--- config.mk ---
export PLATFORM = sky130hd
export DESIGN_NAME = led_scan_pwm_flat
export DESIGN_NICKNAME = d
export VERILOG_FILES = /design/src/rtl/led_pkg.sv /design/src/rtl/led_scan_pwm_if.sv /design/src/rtl/led_sd_pwm.sv /design/src/rtl/led_scan_pwm.sv /design/src/flat_wrapper.sv
export SDC_FILE = /design/constraint.sdc
export NUM_CORES = 1
export LEC_CHECK = 0
export CORE_ASPECT_RATIO = 1.4
export CORE_MARGIN = 2
export CORE_UTILIZATION = 50
export DETAILED_ROUTE_END_ITERATION = 10
export HOLD_SLACK_MARGIN = 0.05
export PLACE_DENSITY = 0.86
export SETUP_SLACK_MARGIN = 0.5
export SYNTH_ARGS = -nofsm -noshare
export SYNTH_HDL_FRONTEND = slang
export SYNTH_SLANG_ARGS = --single-unit
--- constraint.sdc ---
create_clock -name clk -period 2.4 [get_ports clk]
set_input_delay 0.72 -clock clk [delete_from_list [all_inputs] [get_ports clk]]
set_output_delay 0.72 -clock clk [all_outputs]
set_load 0.1 [all_outputs]
--- src/rtl/led_pkg.sv ---
// Shared encodings for the LED scanner: run modes, scan direction and the
// channel-index width helper.
package led_pkg;

  localparam logic [1:0] MODE_WRAP   = 2'd0;
  localparam logic [1:0] MODE_BOUNCE = 2'd1;
  localparam logic [1:0] MODE_ALL    = 2'd2;
  localparam logic [1:0] MODE_HOLD   = 2'd3;

  typedef enum logic {
    DIR_UP   = 1'b0,
    DIR_DOWN = 1'b1
  } dir_e;

  function automatic int idx_width(input int n);
    return (n > 1) ? $clog2(n) : 1;
  endfunction

endpackage

--- src/rtl/led_scan_pwm_if.sv ---
// Pin-level bundle of the LED scanner: run controls in, LED drive and status out.
interface led_scan_pwm_if
  import led_pkg::*;
#(
  parameter int NOUT  = 56,
  parameter int PWM_W = 4
);
  localparam int CW = idx_width(NOUT);

  logic             enable;
  logic [1:0]       mode;
  logic [NOUT-1:0]  out;
  logic [CW-1:0]    chan_idx;
  logic [PWM_W-1:0] level;
  logic             cycle_done;

  modport master (output enable, mode, input out, chan_idx, level, cycle_done);
  modport slave  (input enable, mode, output out, chan_idx, level, cycle_done);

endinterface

--- src/rtl/led_sd_pwm.sv ---
// First-order sigma-delta modulator: the carry out of a W-bit accumulator
// gives a pulse density of level / 2^W.
module led_sd_pwm #(
  parameter int W = 4
) (
  input  logic         clk,
  input  logic         rst_n,
  input  logic [W-1:0] level,
  output logic         pwm
);

  logic [W:0] acc_q, acc_d;

  assign acc_d = {1'b0, acc_q[W-1:0]} + {1'b0, level};
  assign pwm   = acc_q[W];

  always_ff @(posedge clk or negedge rst_n) begin
    if (!rst_n) acc_q <= '0;
    else        acc_q <= acc_d;
  end

endmodule

--- src/rtl/led_scan_pwm.sv ---
// LED chaser/breather: prescaled triangle ramp, sigma-delta dimming and a
// channel scanner. Define LED_SCAN_TRAIL_EN for a half-brightness trailing LED.
//
// dir_q    | meaning
// DIR_UP   | scan index moves towards NOUT-1
// DIR_DOWN | scan index moves towards 0 (BOUNCE only)
module led_scan_pwm
  import led_pkg::*;
#(
  parameter int NOUT    = 56,
  parameter int PWM_W   = 4,
  parameter int PRESC_W = 20
) (
  input  logic          clk,
  input  logic          rst_n,
  led_scan_pwm_if.slave led
);

  localparam int CW = idx_width(NOUT);
  localparam logic [CW-1:0] IDX_LAST = CW'(NOUT - 1);
  localparam logic [CW-1:0] IDX_PREV = CW'((NOUT > 1) ? NOUT - 2 : 0);

  logic [PRESC_W-1:0] presc_q, presc_d;
  logic [PWM_W:0]     phase_q, phase_d;
  logic [CW-1:0]      idx_q, idx_d;
  dir_e               dir_q, dir_d;
  logic [NOUT-1:0]    out_q, out_d;
  logic               cdone_q, cdone_d;

  logic               tick, hold_mode, advance, pwm_main;
  logic [PWM_W-1:0]   level_w;

  assign tick      = led.enable && (presc_q == '1);
  assign hold_mode = (led.mode == MODE_HOLD);
  assign advance   = tick && !hold_mode && (phase_q == '1);
  assign level_w   = phase_q[PWM_W] ? ~phase_q[PWM_W-1:0] : phase_q[PWM_W-1:0];

  led_sd_pwm #(.W(PWM_W)) u_main (.clk(clk), .rst_n(rst_n), .level(level_w), .pwm(pwm_main));

  always_comb begin : ramp_next
    presc_d = presc_q;
    phase_d = phase_q;
    if (led.enable) presc_d = presc_q + PRESC_W'(1);
    if (tick && !hold_mode) phase_d = phase_q + (PWM_W+1)'(1);
  end

  always_comb begin : scan_next
    idx_d   = idx_q;
    dir_d   = dir_q;
    cdone_d = 1'b0;
    if (advance) begin
      case (led.mode)
        MODE_WRAP: begin
          dir_d = DIR_UP;
          if (idx_q >= IDX_LAST) begin
            idx_d   = '0;
            cdone_d = 1'b1;
          end else begin
            idx_d = idx_q + CW'(1);
          end
        end
        MODE_BOUNCE: begin
          if (NOUT == 1) begin
            idx_d = '0;
          end else if (dir_q == DIR_UP) begin
            if (idx_q >= IDX_LAST) begin
              dir_d = DIR_DOWN;
              idx_d = IDX_PREV;
            end else begin
              idx_d = idx_q + CW'(1);
            end
          end else begin
            if (idx_q == '0) begin
              dir_d = DIR_UP;
              idx_d = CW'(1);
            end else begin
              idx_d = idx_q - CW'(1);
            end
          end
          cdone_d = (idx_d == '0);
        end
        MODE_ALL: cdone_d = 1'b1;
        default: ;
      endcase
    end
  end

`ifdef LED_SCAN_TRAIL_EN
  logic          pwm_trail, trail_on;
  logic [CW-1:0] trail_idx;

  led_sd_pwm #(.W(PWM_W)) u_trail (.clk(clk), .rst_n(rst_n), .level(level_w >> 1), .pwm(pwm_trail));

  // Trail sits on the channel the scan just left; at the bounce ends it clamps.
  always_comb begin : trail_pick
    trail_idx = idx_q;
    if (led.mode == MODE_WRAP)   trail_idx = (idx_q == '0) ? IDX_LAST : idx_q - CW'(1);
    else if (dir_q == DIR_UP)    trail_idx = (idx_q == '0) ? idx_q : idx_q - CW'(1);
    else                         trail_idx = (idx_q >= IDX_LAST) ? idx_q : idx_q + CW'(1);
  end

  assign trail_on = (NOUT > 1) && ((led.mode == MODE_WRAP) || (led.mode == MODE_BOUNCE));
`endif

  always_comb begin : pin_next
    out_d = '0;
    for (int i = 0; i < NOUT; i++) begin
      if ((led.mode == MODE_ALL) || (idx_q == CW'(i))) out_d[i] = pwm_main;
`ifdef LED_SCAN_TRAIL_EN
      if (trail_on && (trail_idx == CW'(i))) out_d[i] = out_d[i] | pwm_trail;
`endif
    end
    if (!led.enable) out_d = '0;
  end

  always_ff @(posedge clk or negedge rst_n) begin
    if (!rst_n) begin
      presc_q <= '0;
      phase_q <= '0;
      idx_q   <= '0;
      dir_q   <= DIR_UP;
      out_q   <= '0;
      cdone_q <= 1'b0;
    end else begin
      presc_q <= presc_d;
      phase_q <= phase_d;
      idx_q   <= idx_d;
      dir_q   <= dir_d;
      out_q   <= out_d;
      cdone_q <= cdone_d;
    end
  end

  assign led.out        = out_q;
  assign led.chan_idx   = idx_q;
  assign led.level      = level_w;
  assign led.cycle_done = cdone_q;

endmodule

--- src/flat_wrapper.sv ---
// flat-port wrapper written by rule: the top's interface ports become plain ports
module led_scan_pwm_flat import led_pkg::*;
#(
  parameter int NOUT    = 56,
  parameter int PWM_W   = 4,
  parameter int PRESC_W = 20
)
  (clk, rst_n, led_enable, led_mode, led_out, led_chan_idx, led_level, led_cycle_done);
  led_scan_pwm_if #(.NOUT(NOUT), .PWM_W(PWM_W)) led_i ();
  input  logic clk;
  input  logic rst_n;
  input wire logic [$bits(led_i.enable)-1:0] led_enable;
  input wire logic [$bits(led_i.mode)-1:0] led_mode;
  output wire logic [$bits(led_i.out)-1:0] led_out;
  output wire logic [$bits(led_i.chan_idx)-1:0] led_chan_idx;
  output wire logic [$bits(led_i.level)-1:0] led_level;
  output wire logic [$bits(led_i.cycle_done)-1:0] led_cycle_done;
  assign led_i.enable = led_enable;
  assign led_i.mode = led_mode;
  assign led_out = led_i.out;
  assign led_chan_idx = led_i.chan_idx;
  assign led_level = led_i.level;
  assign led_cycle_done = led_i.cycle_done;
  led_scan_pwm #(.NOUT(NOUT), .PWM_W(PWM_W), .PRESC_W(PRESC_W)) u_core (.clk(clk), .rst_n(rst_n), .led(led_i));
endmodule
## Word level (Yosys, flattened, before mapping)

Cells that the tools add are included.

| cells by class | value |
|---|---|
| bitwise gates (word level) | 1 |
| reductions and logical operators | 65 |
| add/sub/neg operators | 5 |
| multiplexer cells | 71 |
| $lt $le $gt $ge | 1 |
| equal/unequal tests | 60 |

Operators with widths:

| cell | number |
|---|---|
| $eq A6 B6 Y1 const B | 24 |
| $eq A6 B5 Y1 const B | 16 |
| $mux W1 | 60 |
| $logic_or A1 B1 Y1 | 56 |
| $mux W56 | 1 |
| $eq A6 B4 Y1 const B | 8 |
| $mux W6 | 6 |
| $eq A6 B3 Y1 const B | 4 |
| $add A20 B1 Y20 const B | 1 |
| $eq A20 B20 Y1 const B | 1 |
| $eq A6 B2 Y1 const B | 2 |
| $logic_not A6 Y1 | 2 |
| $pmux W6 S2 | 1 |
| $add A6 B1 Y6 const B | 1 |
| $eq A6 B1 Y1 const B | 1 |
| $ge A6 B6 Y1 const B | 1 |
| $sub A6 B1 Y6 const B | 1 |
| $add A4 B4 Y5 | 1 |
| $add A5 B1 Y5 const B | 1 |
| $eq A5 B5 Y1 const B | 1 |
| $eq A2 B2 Y1 const B | 2 |
| $mux W4 | 1 |
| $not A4 Y4 | 1 |
| $logic_and A1 B1 Y1 | 3 |
| 7 further kinds | 7 |

| storage, ports and cells | value |
|---|---|
| register bits after elaboration | 94 |
| output and inout port bits | 67 |

## Depth between registers and ports, before layout

| logic depth | value |
|---|---|
| depth in word-level cells | 8 |
| gate-level depth with buffers | 9 |
| mapped depth without buffers | 8 |

## Modules after synthesis

From an unflattened synthesis, not the netlist that was laid out.

| unflattened totals | value |
|---|---|
| cell total of the unflattened synthesis | 433 |
| area total of the unflattened synthesis | 4331.7 um^2 |

By module, submodules not included:

| module | times used | cells each | sequential area each (um^2) | area each (um^2) |
|---|---|---|---|---|
| led_scan_pwm | 1 | 412 | 2227.1 | 4070.2 |
| led_sd_pwm | 1 | 21 | 125.1 | 261.5 |

## Worst setup path before layout

No wires, ideal clock.

| timing | value |
|---|---|
| kind | flip-flop to flip-flop |
| start | register u_core.phase_q[4] |
| end | register u_core.u_main.acc_q[3] |
| period minus slack after synthesis | 3.139 ns |
| path slack | -0.739 ns |
| library setup time | 0.080 ns |
| buffers on the path | 1 |
| arrival time | 3.059 ns |
| stages on the path, launching flop included | 7 |
| path through | dfrtp_1 -> clkbuf_1 -> xor2_1 -> ha_1 -> a21o_1 -> a21oi_1 -> xnor2_1 |

| between the ends | value |
|---|---|
| word-level cells in the longest chain between the ends | 2 |

RTL lines:

| element | line | text |
|---|---|---|
| from (decl) | led_scan_pwm.sv:24 | `logic [PWM_W:0] phase_q, phase_d;` |
| from (signal assigned) | led_scan_pwm.sv:126 | `phase_q <= phase_d;` |
| $mux W4 | led_scan_pwm.sv:36 | `assign level_w = phase_q[PWM_W] ? ~phase_q[PWM_W-1:0] : phase_q[PWM_W-1:0];` |
| net led_level[1] | flat_wrapper.sv:16 | `output wire logic [$bits(led_i.level)-1:0] led_level;` |
| $add A4 B4 Y5 | led_sd_pwm.sv:14 | `assign acc_d = {1'b0, acc_q[W-1:0]} + {1'b0, level};` |
| net u_core.u_main.acc_d[3] | led_sd_pwm.sv:12 | `logic [W:0] acc_q, acc_d;` |
| to (signal assigned) | led_sd_pwm.sv:18 | `if (!rst_n) acc_q <= '0;` |
| to (signal assigned) | led_sd_pwm.sv:19 | `else acc_q <= acc_d;` |
| to (decl) | led_sd_pwm.sv:12 |  |

The timed path passes the listed nets, and every way through them passes these cells.
A chain may end at the register's enable or synchronous reset.

## Worst setup path after layout

| timing | value |
|---|---|
| start | register u_core.phase_q[4] |
| end | output port led_level[0] |

| between the ends | value |
|---|---|
| word-level cells in the longest chain between the ends | 1 |

RTL lines:

| element | line |
|---|---|
| $mux W4 | led_scan_pwm.sv:36 |
| to (decl) | flat_wrapper.sv:16 |

Every way passes these cells.

==> run_results.csv <==
group,metric,value,unit
outcome,status,"complete, no violations",
yosys,ys_ff_latch,94,
yosys,ys.flop_type,"dfrtp_1",
clocking,cts-root-buf,"clkbuf_16",
power_and_ir_drop,power_density,559,mW/mm2
global_route,grt_pass1_vias,3502,
setup_path,required,1.68,ns
route,drt-initial-drc-count,278,
yosys,synth-edff-count,0,
floorplanning,die_y,115,um
yosys,post_synth_num_cell_types,48,
setup_path,crit_chain,"buf_8, xor2_4, buf_12",
place,pre_cts_slack,-0.0830,ns
setup_path,critPathKind,"flip-flop to primary output",
route,drc,0,
yosys,synth_area_leader_cell,"dfrtp_1",
yosys,synth-seq-area-share,0.539,
route,wl,10700,um
setup_path,worstPathMaxFanout,4,
yosys,synthTopCellsByCount,"94 x dfrtp_1, 75 x nor2_1, 43 x a21oi_1",
floorplanning,ios,72,
timing,min_period_over_period,0.862,
global_route,grt_use_total,0.226,
setup_path,startpoint,"u_core.phase_q[4]",
yosys,ys.warnings.count,0,
setup_path,reg2reg_from,"u_core.phase_q[4]",
floorplanning,num_rows,40,
route,routedWlPerCell,16.7,um
route,drtAntennaViolNets,0,
yosys,synth_area,0.00437,mm2
power_and_ir_drop,vdd_drop_max,479,uV
clocking,clk_path_buf_depth,2,
clocking,cts_buffers,9,
setup_path,slowest_stage,"dfrtp_1",
timing,fmax,0.483,GHz
layout,finalNonFillerCells,639,
layout,drive_gt1_frac,0.330,
setup_path,cp_top_family,"flip-flops",
timing,fin_crit,2.07,ns
layout,finalNetCount,547,
setup_path,ff2ff_path_depth,8,
yosys,syn_nets,455,
setup_path,startpoint_type,"flip-flop",
place,place_hpwl,6880,um
min_path,hold_path_class,"primary input to async pin",
floorplanning,core-area,0.00856,mm2
timing,final-hold-violation-count,0,
timing,rsz0062_at_grt,"yes",
floorplanning,dieArea,0.00951,mm2
global_route,antenna_found_initial,0,
route,viasPerCell,5.69,
layout,num_antenna_cells,0,
setup_path,arrival,1.35,ns
setup_path,worstSetupEndpointType,"primary output",
place,numPortBuffers,71,
power_and_ir_drop,p_leak,2.79,nW
run,max-cap-violations,0,
setup_path,path_depth,3,
layout,area.growth.synth_to_final,35.5,%
clocking,htree_levels,3,
timing,setup_ws,0.331,ns
setup_path,path_buf_inv,2,
setup_path,slowest_delay,0.42,ns
place,place_inst,593,
floorplanning,die_w,83.0,um
timing,skew,0.0103,ns
clocking,cts.clk_slew.worst_paths,0.07,ns
global_route,grt_overflow,0,
yosys,async_flop_share,1.00,
route,vias,3638,
clocking,hold_buffers,0,
timing,max_slew_margin,0.344,
timing,worstMarginPinSlew,0.982,ns
place,gp_congestion,0.917,
timing,hold_ws,0.359,ns
global_route,grt_max_degree,57,
yosys,synth.most_common_cell,"dfrtp_1",
yosys,synthTopCellsByArea,"dfrtp_1 54%, nor2_1 6.4%, a21oi_1 4.9%",
clocking,cts_sinks,94,
clocking,clk_latency,0.35,ns
timing,drv_slew,0,
clocking,cts_tree,"built",
route,dr.pass1.iters,5,
timing,setup_viol,0,
floorplanning,start_util,0.510,
yosys,syn_area_per_cell,10.0,um2
global_route,grt_pass1_wl,17100,um
yosys,postSynthCellCount,437,
yosys,synth_top_area_share,0.539,
==> final timing paths <==
kind	to	slack, ns
min reg2reg	u_core.presc_q[10]	0.47
min	u_core.led.out[29]	0.36
max	led_level[0]	0.33
max in group asynchronous	u_core.led.out[17]	1.41
max reg2reg	u_core.u_main.acc_q[4]	0.39
min in group clk	u_core.presc_q[10]	0.47
==> kinds of logic after synthesis <==
kind of cell,share of synthesized area
AO/OA/AOI/OAI,0.140
XOR/XNOR,0.0581
adder cells (fa/ha/maj),0.0390
AND/OR/NAND/NOR,0.169
multiplexers,0.0129
buffers and inverters,0.0427
flip-flops,0.539
==> through the flow <==
stage          power [mW]  utilization  area [um2]  TNS, ns
2_1_floorplan        1.84            -        4530        0
3_3_place_gp         1.92        0.617        5280  -0.0513
3_5_place_dp         1.93        0.617        5280   -0.241
4_1_cts              3.32        0.674        5770        0
5_1_grt              3.42        0.691        5920        0
6_report             3.31        0.691        5920        0
==> power by group <==
part	internal, mW	total [mW]	switching [mW]	leakage [nW]
registers	1.64	1.70	0.0581	1.29
logic	0.0971	0.212	0.115	1.37
clock network	0.768	1.40	0.628	0.136
total	2.50	3.31	0.801	2.79
==> final cells by class <==
cell class	instances	area (um2)
clock inverters	5	42.5
clock buffers	11	253
fillers	585	2640
inverters	8	37.5
repair buffers	117	1050
well taps	105	131
multi-input cells	299	2030
flip-flops and latches	94	2370
==> per-layer routing <==
metal / vias up / track usage / share of wire
met2: 172 / 0.419 / 0.55
met5: - / 0 / 0
met1: 1754 / 0.245 / 0.37
met3: 22 / 0.0584 / 0.061
li1: 1690 / - / -
met4: 0 / 0.0940 / 0.022
==> registers in the layout (all words and copies together) (netlist names) <==
| name | flops |
|---|---|
| u_core.dir_q | 1 |
| u_core.led.chan_idx | 6 |
| u_core.led.cycle_done | 1 |
| u_core.led.out | 56 |
| u_core.phase_q | 5 |
| u_core.presc_q | 20 |
| u_core.u_main.acc_q | 5 |
==> cells in the final DEF (no fill, tap or decap), drive strengths merged, types with 2 or more instances in the layout <==
cell type	count
a31oi	22
nand2	20
a2bb2oi	2
xnor2	17
a21o	4
and3	5
nor2	75
nand4	9
inv	9
ha	12
a21oi	43
and4	3
xor2	12
dfrtp	94
buf	114
or4	2
nor4	2
nand3	10
clkinvlp	3
nor3	6
a32oi	2
a211oi	5
o21ai	13
clkbuf	11
mux2	5
and2	7
nand2b	2
nor2b	7
==> timing repair <==
item,in CTS,in global routing
setup endpoints to repair,18,28
gates resized for setup,17,19
buffers inserted,19,11
pin swaps,5,13
Note: power is estimated with default switching activity, not from simulation.
